### src/rtl/ttfs_aer_input_encoder.sv
// ttfs_aer_input_encoder: holds a host-written feature vector and streams one
// time-to-first-spike AER event per spiking feature over a 4-phase req/ack link.
module ttfs_aer_input_encoder #(
    parameter int                         TIME_W      = 8,
    parameter int                         DATA_W      = 8,
    parameter int                         ADDR_W      = 10,
    parameter int                         IN_LEN      = 160,
    parameter logic signed [TIME_W-1:0]   T_MIN_Q17   = 8'sd0,
    parameter logic signed [TIME_W-1:0]   T_MAX_Q17   = 8'sd127,
    parameter bit                         SKIP_NONPOS = 1'b1,
    parameter int                         ACK_TIMEOUT = 1023
) (
    input  logic              local_clk,
    input  logic              rst_n,
    input  logic              i_start,
    output logic              o_done,
    output logic              o_busy,
    output logic              o_error,
    input  logic              i_feat_wr_en,
    input  logic [ADDR_W-1:0] i_feat_wr_addr,
    input  logic [DATA_W-1:0] i_feat_wr_data,
    output logic              o_aer_req,
    input  logic              i_aer_ack,
    output logic [TIME_W-1:0] o_aer_time,
    output logic [ADDR_W-1:0] o_aer_addr,
    output logic [ADDR_W-1:0] o_event_cnt
);
    localparam int IDX_W = $clog2(IN_LEN);
    localparam int TMO_W = $clog2(ACK_TIMEOUT + 1);
    localparam logic signed [DATA_W+1:0] T_MAX_W = (DATA_W+2)'(T_MAX_Q17);
    localparam logic signed [DATA_W+1:0] SPAN    = (DATA_W+2)'(T_MAX_Q17) - (DATA_W+2)'(T_MIN_Q17);
    localparam logic [ADDR_W-1:0] LAST    = ADDR_W'(IN_LEN - 1);
    localparam logic [TMO_W-1:0]  TMO_MAX = TMO_W'(ACK_TIMEOUT);

    typedef enum logic [2:0] {IDLE, FETCH, CALC, REQ, ACK_LOW, DONE, ERROR} state_t;

    state_t                   state_q;
    logic [ADDR_W-1:0]        idx_q;
    logic [ADDR_W-1:0]        cnt_q;
    logic [ADDR_W-1:0]        addr_q;
    logic [TIME_W-1:0]        time_q;
    logic [TMO_W-1:0]         tmo_q;
    logic                     req_q;
    logic [DATA_W-1:0]        mem [IN_LEN];
    logic signed [DATA_W-1:0] rd_q;
    logic signed [DATA_W+1:0] x_w;
    logic signed [DATA_W+1:0] xc;
    logic [TIME_W-1:0]        t_d;
    logic                     skip;

    // Two guard bits keep the clamp and subtraction free of overflow.
    assign x_w  = {{2{rd_q[DATA_W-1]}}, rd_q};
    assign xc   = (x_w < 0) ? '0 : ((x_w > SPAN) ? SPAN : x_w);
    assign t_d  = TIME_W'(T_MAX_W - xc);
    assign skip = SKIP_NONPOS && (x_w <= 0);

    assign o_busy      = !(state_q inside {IDLE, DONE, ERROR});
    assign o_done      = (state_q == DONE);
    assign o_error     = (state_q == ERROR);
    assign o_aer_req   = req_q;
    assign o_aer_time  = time_q;
    assign o_aer_addr  = addr_q;
    assign o_event_cnt = cnt_q;

    // Feature RAM is deliberately left uninitialised across reset.
    always_ff @(posedge local_clk) begin
        if (i_feat_wr_en && !o_busy && (i_feat_wr_addr < ADDR_W'(IN_LEN)))
            mem[i_feat_wr_addr[IDX_W-1:0]] <= i_feat_wr_data;
        if (state_q == FETCH)
            rd_q <= mem[idx_q[IDX_W-1:0]];
    end

    always_ff @(posedge local_clk or negedge rst_n) begin
        if (!rst_n) begin
            state_q <= IDLE;
            idx_q   <= '0;
            cnt_q   <= '0;
            addr_q  <= '0;
            time_q  <= '0;
            tmo_q   <= '0;
            req_q   <= 1'b0;
        end else begin
            case (state_q)
                IDLE: if (i_start) begin
                    idx_q   <= '0;
                    cnt_q   <= '0;
                    state_q <= FETCH;
                end
                FETCH: state_q <= CALC;
                CALC: if (!skip) begin
                    time_q  <= t_d;
                    addr_q  <= idx_q;
                    tmo_q   <= '0;
                    state_q <= REQ;
                end else if (idx_q == LAST) begin
                    state_q <= DONE;
                end else begin
                    idx_q   <= idx_q + 1'b1;
                    state_q <= FETCH;
                end
                // Ack is only honoured once req is visible on the link.
                REQ: if (!req_q) begin
                    req_q <= 1'b1;
                end else if (i_aer_ack) begin
                    cnt_q   <= cnt_q + 1'b1;
                    req_q   <= 1'b0;
                    tmo_q   <= '0;
                    state_q <= ACK_LOW;
                end else if (tmo_q == TMO_MAX) begin
                    req_q   <= 1'b0;
                    state_q <= ERROR;
                end else begin
                    tmo_q <= tmo_q + 1'b1;
                end
                ACK_LOW: if (!i_aer_ack) begin
                    if (idx_q == LAST) begin
                        state_q <= DONE;
                    end else begin
                        idx_q   <= idx_q + 1'b1;
                        state_q <= FETCH;
                    end
                end else if (tmo_q == TMO_MAX) begin
                    state_q <= ERROR;
                end else begin
                    tmo_q <= tmo_q + 1'b1;
                end
                DONE, ERROR: if (!i_start) state_q <= IDLE;
                default: state_q <= IDLE;
            endcase
        end
    end
endmodule

### config.mk
export PLATFORM = sky130hd
export DESIGN_NAME = ttfs_aer_input_encoder
export DESIGN_NICKNAME = d
export VERILOG_FILES = /design/src/rtl/ttfs_aer_input_encoder.sv
export SDC_FILE = /design/constraint.sdc
export NUM_CORES = 1
export LEC_CHECK = 0
export ABC_CLOCK_PERIOD_IN_PS = 3800
export CORE_ASPECT_RATIO = 0.6
export CORE_MARGIN = 2
export CORE_UTILIZATION = 42
export DETAILED_ROUTE_END_ITERATION = 8
export MAX_ROUTING_LAYER = met4
export PLACE_DENSITY = 0.58
export SLEW_MARGIN = 10
export SYNTH_ARGS = -nofsm -noshare
export SYNTH_HDL_FRONTEND = slang
export SYNTH_SLANG_ARGS = --single-unit
### constraint.sdc
create_clock -name local_clk -period 3.8 [get_ports local_clk]
set_clock_uncertainty 0.05 [all_clocks]
set_input_delay 0.57 -clock local_clk [delete_from_list [all_inputs] [get_ports local_clk]]
set_output_delay 0.57 -clock local_clk [all_outputs]
set_load 0.005 [all_outputs]
# After elaboration in Yosys (flattened, before gate mapping)
# Memories as Yosys holds them, arrays and structs flattened. A register that Yosys moved wholly into a read port is not among the register bits.
# Cells that the tools add are included.
totals:
  out_inout_bits: 32
  ramBits: 1280
  input_bits: 23
  memories: 1
  ff_bits: 52
classes:
  n_addsub: 4
  bitwise_logic: 1
  reduce_logical: 14
  mux: 30
  eq_ne: 16
  order_cmp: 4
mem_list:
  columns: ["memory", "depth", "word_bits", "read_ports", "rd_clocked_by_memory_dff", "wr", "line", "text"]
  rows:
  - ["mem", 160, 8, 1, 1, 1, "44", "logic [DATA_W-1:0] mem [IN_LEN];"]
op_table:
  columns: ["op", "n"]
  rows:
  - ["$mux W10", 11]
  - ["$pmux W10 S3", 2]
  - ["$add A10 B1 Y10 const B", 3]
  - ["$mux W3", 8]
  - ["$pmux W10 S2", 1]
  - ["$pmux W3 S6", 1]
  - ["$mux W8", 2]
  - ["$ne A2 B2 Y1 const B", 8]
  - ["$reduce_and A4 Y1", 3]
  - ["$eq A10 B10 Y1 const B", 1]
  - ["$eq A10 B8 Y1 const B", 1]
  - ["$lt A10 B8 Y1 const B", 1]
  - ["$eq A3 B3 Y1 const B", 3]
  - ["$reduce_bool A3 Y1", 3]
  - ["$gt A8 B8 Y1 const B", 1]
  - ["$le A8 B1 Y1 const B", 1]
  - ["$lt A8 B1 Y1 const B", 1]
  - ["$sub A8 B8 Y8 const A", 1]
  - ["$eq A3 B2 Y1 const B", 2]
  - ["$mux W1", 5]
  - ["$eq A3 B1 Y1 const B", 1]
  - ["$logic_not A3 Y1", 1]
  - ["$reduce_and A3 Y1", 1]
  - ["$logic_and A1 B1 Y1", 2]
  - ["other kinds (5)", 5]

# Longest topological paths before layout
# Gate-level depths: netlist of the first run.
depth:
  depth_word: 6
  ltp_mapped: 12
  depth_no_buf: 7

# Least setup slack after synthesis of the first run
# No wires, ideal clock.
synth_path:
  path_type: "register -> register"
  startpoint: "reg state_q[0]"
  endpoint: "mem mem[119][0] (enable)"
  path_buffers: 2
  setup_slack_ns: 1.007
  t_required_ns: 3.380
  path_stages_with_launch: 9
  arrival_ns: 2.373
  setup_time_ns: 0.370
  path_cell_list: "dfrtp_1 buf_4 xor2_2 a21oi_1 or4b_4 nor3b_4 nand3_4 buf_6 nor2_1"
synth_between:
  elab_chain_len: 6
synth_rtl:
  columns: ["item", "line", "text"]
  rows:
  - ["start: declaration", "37", "state_t state_q;"]
  - ["start signal: assignment", "75", "state_q <= IDLE;"]
  - ["start signal: assignment", "87", "state_q <= FETCH;"]
  - ["start signal: assignment", "89", "FETCH: state_q <= CALC;"]
  - ["$eq A3 B3 Y1 or $logic_not A3 Y1 (tied branches)", "57", "assign o_busy = !(state_q inside {IDLE, DONE, ERROR});"]
  - ["$reduce_bool A3 Y1 *", "57", null]
  - ["$logic_and A1 B1 Y1 * (2 in series)", "67", "if (i_feat_wr_en && !o_busy && (i_feat_wr_addr < ADDR_W'(IN_LEN)))"]
  - ["$mux W1 *", "67", null]
  - ["$mux W1 (not written as such) *", "68", "mem[i_feat_wr_addr[IDX_W-1:0]] <= i_feat_wr_data;"]
  - ["end: declaration", "44", null]
# Every way passes the cells marked *; elsewhere a longest branch is shown, timed or not.

==> summary.txt, run 1 <==
Detailed routing
  – Vias/cell: 5.87
  – Met1 WL: 65.1 mm
  – Drt first pass iters: 5
  – DRC Markers: 0
  – Uppermost routed layer: met4
  – Met2 routed WL: 60.8 mm
  – Detailed-route via count: 28624
  – Iter 0 DRT Violations: 4149
  – DRT Wirelength: 144 mm
  – Post-DRT Antenna Nets: 0
  – Routed wire per std cell: 29.5 µm
  – Met3 routed WL: 15.3 mm

CTS
  – CTS sink cnt: 1339
  – H-tree depth: 3
  – Cts-stage hold buffer count: 1
  – Clock latency on the worst-skew pair: 0.74 ns
  – Clk buf depth: 3
  – Clock-pin transition on the worst setup and hold timing paths: 0.07 ns
  – Total CTS buffers: 115
  – Post-CTS Resized: 0
  – Root Driver: clkbuf_16
  – Setup Fix Bufs, Post-CTS: 0
  – CTS tree: yes

GRT
  – First-pass GRT wire length: 206 mm
  – Total grt overflow: 0
  – Initial antenna violation count: 3
  – Largest net degree at the start of global routing: 161
  – Global routing usage summed across all routing layers: 0.231
  – Vias in the first global route: 27649

Cells and area
  – Number of nets in the layout: 3112
  – Share of cells above drive strength 1: 0.233
  – Layout area overhead: 15.7%
  – Fin area: 61100 µm²

Synthesis
  – Syn Inst Count: 2767
  – Syn_nets: 2793
  – Syn_area_per_cell: 19.1 µm²
  – Top-count cell post-synth: edfxtp_1
  – Synth Area in XOR/XNOR: 0.00330
  – Largest family of logic cells by synthesized area: multiplexers
  – Simple-gate share of the synthesized area: 0.0352
  – Yosys warns: 0
  – Sequential share of the synthesized area: 0.757
  – Synth Flop Type: edfxtp_1
  – Post-Synth Adder-Cell Area: 0.000901
  – Area share of the largest cell type after synthesis: 0.733
  – Fraction of registers with async set/reset: 0.0381
  – EDFF count, synth: 1288
  – Post-synthesis mux area share: 0.144
  – Unique masters post-synth: 69
  – Synth Area in Compound Gates: 0.0410
  – Synthesized cell area: 52800 µm²
  – Most frequent cells after synthesis: edfxtp_1, mux2i_1, nor2_1, mux4_2, o21ai_0
  – Ranking of synthesized cells by area: edfxtp_1, mux4_2, mux2i_1
  – Synth area leader: edfxtp_1
  – #FFs+latches synth: 1339

Worst setup path
  – Reg2Reg Depth: 7
  – Max FO, Critical Path: 29
  – Required @ worst endpoint: 4.21 ns
  – Crit-path max cell delay: 0.74 ns
  – Crit path buffers/inverters: 2
  – CP startpoint kind: register
  – Cell mode on critical path: buf_12
  – CP Cell Sequence: buf_12 > buf_12 > mux4_2 > mux2i_1 > o2111ai_1 > a32oi_1 > o31ai_1
  – Cell family with most CP delay: compound AO/OA/AOI/OAI gates
  – Critical path class: reg2reg
  – Arr. time, crit path: 4.07 ns
  – Worst path depth: 7
  – Critical path endpoint category: register
  – Slowest cell on crit path: a32oi_1

Status
  – Outcome: completed

Job
  – Max_cap viols: 0

Pwr
  – Sw power: 9.26 mW
  – Leak Pwr: 19.3 nW
  – Sequential share of power: 0.475
  – Pwr dens: 572 nW/µm²
  – Max VDD drop: 0.411 mV
  – Power consumption: 34.9 mW
  – Combinational share of power: 0.175
  – Int Power: 25.6 mW
  – Net Sw Frac: 0.265
  – Clock Power Share: 0.349

Floorplan
  – DIE AREA: 129000 µm²
  – Core ar.: 124000 µm²
  – Initial Util: 0.424
  – Top-Level Pins: 55
  – Die W: 462 µm
  – Die height: 279 µm
  – Row cnt: 100

Timing
  – Share of the clock period used by the worst path: 0.963
  – Rel. slew slack: 0.0870
  – Measured slew at the worst slew-check pin: 1.33 ns
  – Setup TNS: 0 ns
  – Slew Limit Fails: 0
  – Minimum clock period: 3.66 ns
  – RSZ-0062 raised after global routing: false
  – Final-report hold violation count: 0
  – Max Freq: 273 MHz
  – Setup violators final: 0

Placement
  – Buffers on Ports: 53
  – Post-DP HPWL: 92.2 mm
  – DP Area: 57200 µm²
  – GPL Wtd Cong: 0.917

Hold path
  – Hold depth: 1
  – Worst hold path type: in2reg
==> cell usage in the layout, fill, tap and decap left out, types with 16 or more instances in the layout <==
master | netlist | final
mux2_2 | 17 | 17
clkinv_2 | 0 | 24
bufinv_16 | 0 | 16
mux4_2 | 209 | 209
dfrtp_1 | 51 | 46
a221oi_1 | 24 | 24
buf_4 | 30 | 289
nand3_1 | 33 | 32
nor2b_1 | 17 | 16
buf_12 | 0 | 28
o22ai_1 | 56 | 56
clkbuf_16 | 0 | 118
nand2_1 | 65 | 65
a211oi_1 | 40 | 40
clkdlybuf4s50_1 | 0 | 44
a21oi_1 | 43 | 43
nor2_1 | 235 | 235
edfxtp_1 | 1288 | 1288
o21ai_0 | 83 | 83
clkinv_1 | 0 | 28
mux2i_1 | 265 | 265
==> metal layers <==
layer  vias up  global-route usage
li1      11893                   -
met1     15045               0.356
met2      1490               0.313
met3       196              0.0555
met4         0              0.0442
met5         -                   -
==> final cells by class <==
cell class	count	area [µm²]
flip-flops and latches	1339	40000
multi-input cells	1256	11900
repair buffers	364	3190
fillers	10101	63300
clock inverters	82	846
diodes	5	12.5
inverters	10	37.5
well taps	1683	2110
clock buffers	134	3020
==> logic make-up after synthesis <==
logic type	Yosys count
other	1
AO/OA/AOI/OAI	326
adder cells (fa/ha/maj)	4
multiplexers	493
XOR/XNOR	19
AND/OR/NAND/NOR	413
buffers and inverters	172
flip-flops	1339
==> path summary, 6_finish.rpt <==
path / from / slack, ns / endpoint
hold reg to reg: o_aer_time[0]$_DFFE_PN0P_ / 0.44 / o_aer_time[0]$_DFFE_PN0P_
hold / removal: i_feat_wr_data[0] / 0.14 / mem[115][0]$_DFFE_PP_
max in group asynchronous: rst_n / 2.50 / o_aer_time[0]$_DFFE_PN0P_
setup / recovery: idx_q[0]$_DFFE_PN0P_ / 0.14 / rd_q[0]$_DFFE_PP_
setup reg to reg: idx_q[0]$_DFFE_PN0P_ / 0.14 / rd_q[0]$_DFFE_PP_
min in group asynchronous: rst_n / 0.41 / o_event_cnt[1]$_DFFE_PN0P_
==> flip-flops by register name, indices dropped and copies added, names as in the netlist <==
name	flops
idx_q	10
o_aer_time	7
o_event_cnt	10
o_aer_addr	10
rd_q	8
tmo_q	10
o_aer_req	1
mem	1280
state_q	3
==> worst reg2reg max path: stages, from the launching register on <==
cell and delay [ns]:
dfrtp_4 0.45, buf_12 0.22, buf_12 0.32, mux4_2 0.60, mux2i_1 0.39, o2111ai_1 0.38
a32oi_1 0.74, o31ai_1 0.23
==> stage by stage <==
stage	utilization	cells	setup slack (ns)	hold slack, ns
finish	0.491	4873	0.142	0.140
global route	0.491	4868	0.212	0.130
CTS	0.491	4867	0.181	0.106
detailed placement	0.460	4650	0.217	0.428
global placement	0.460	4650	0.296	0.432
floorplan	-	2767	1.01	0.224
==> power by group through the flow <==
stage | Clock, mW | Sequential, mW | Combinational [mW]
finish | 12.2 | 16.6 | 6.13
global route | 13.0 | 16.6 | 6.44
global placement | 0 | 16.9 | 6.00
detailed placement | 0 | 16.9 | 6.08
floorplan | 0 | 16.7 | 3.94
CTS | 12.4 | 16.6 | 6.10
Power figures use the tool's default switching activity.
==> run 2: changes to the inputs <==
--- a/config.mk
+++ b/config.mk
@@ -10,6 +10,7 @@
 export CORE_MARGIN = 2
 export CORE_UTILIZATION = 42
 export DETAILED_ROUTE_END_ITERATION = 8
+export HOLD_SLACK_MARGIN = 0.08
 export MAX_ROUTING_LAYER = met4
 export PLACE_DENSITY = 0.58
 export SLEW_MARGIN = 10
==> results of run 2 <==
Final layout, timing and power as in run 1 (identical DEF).
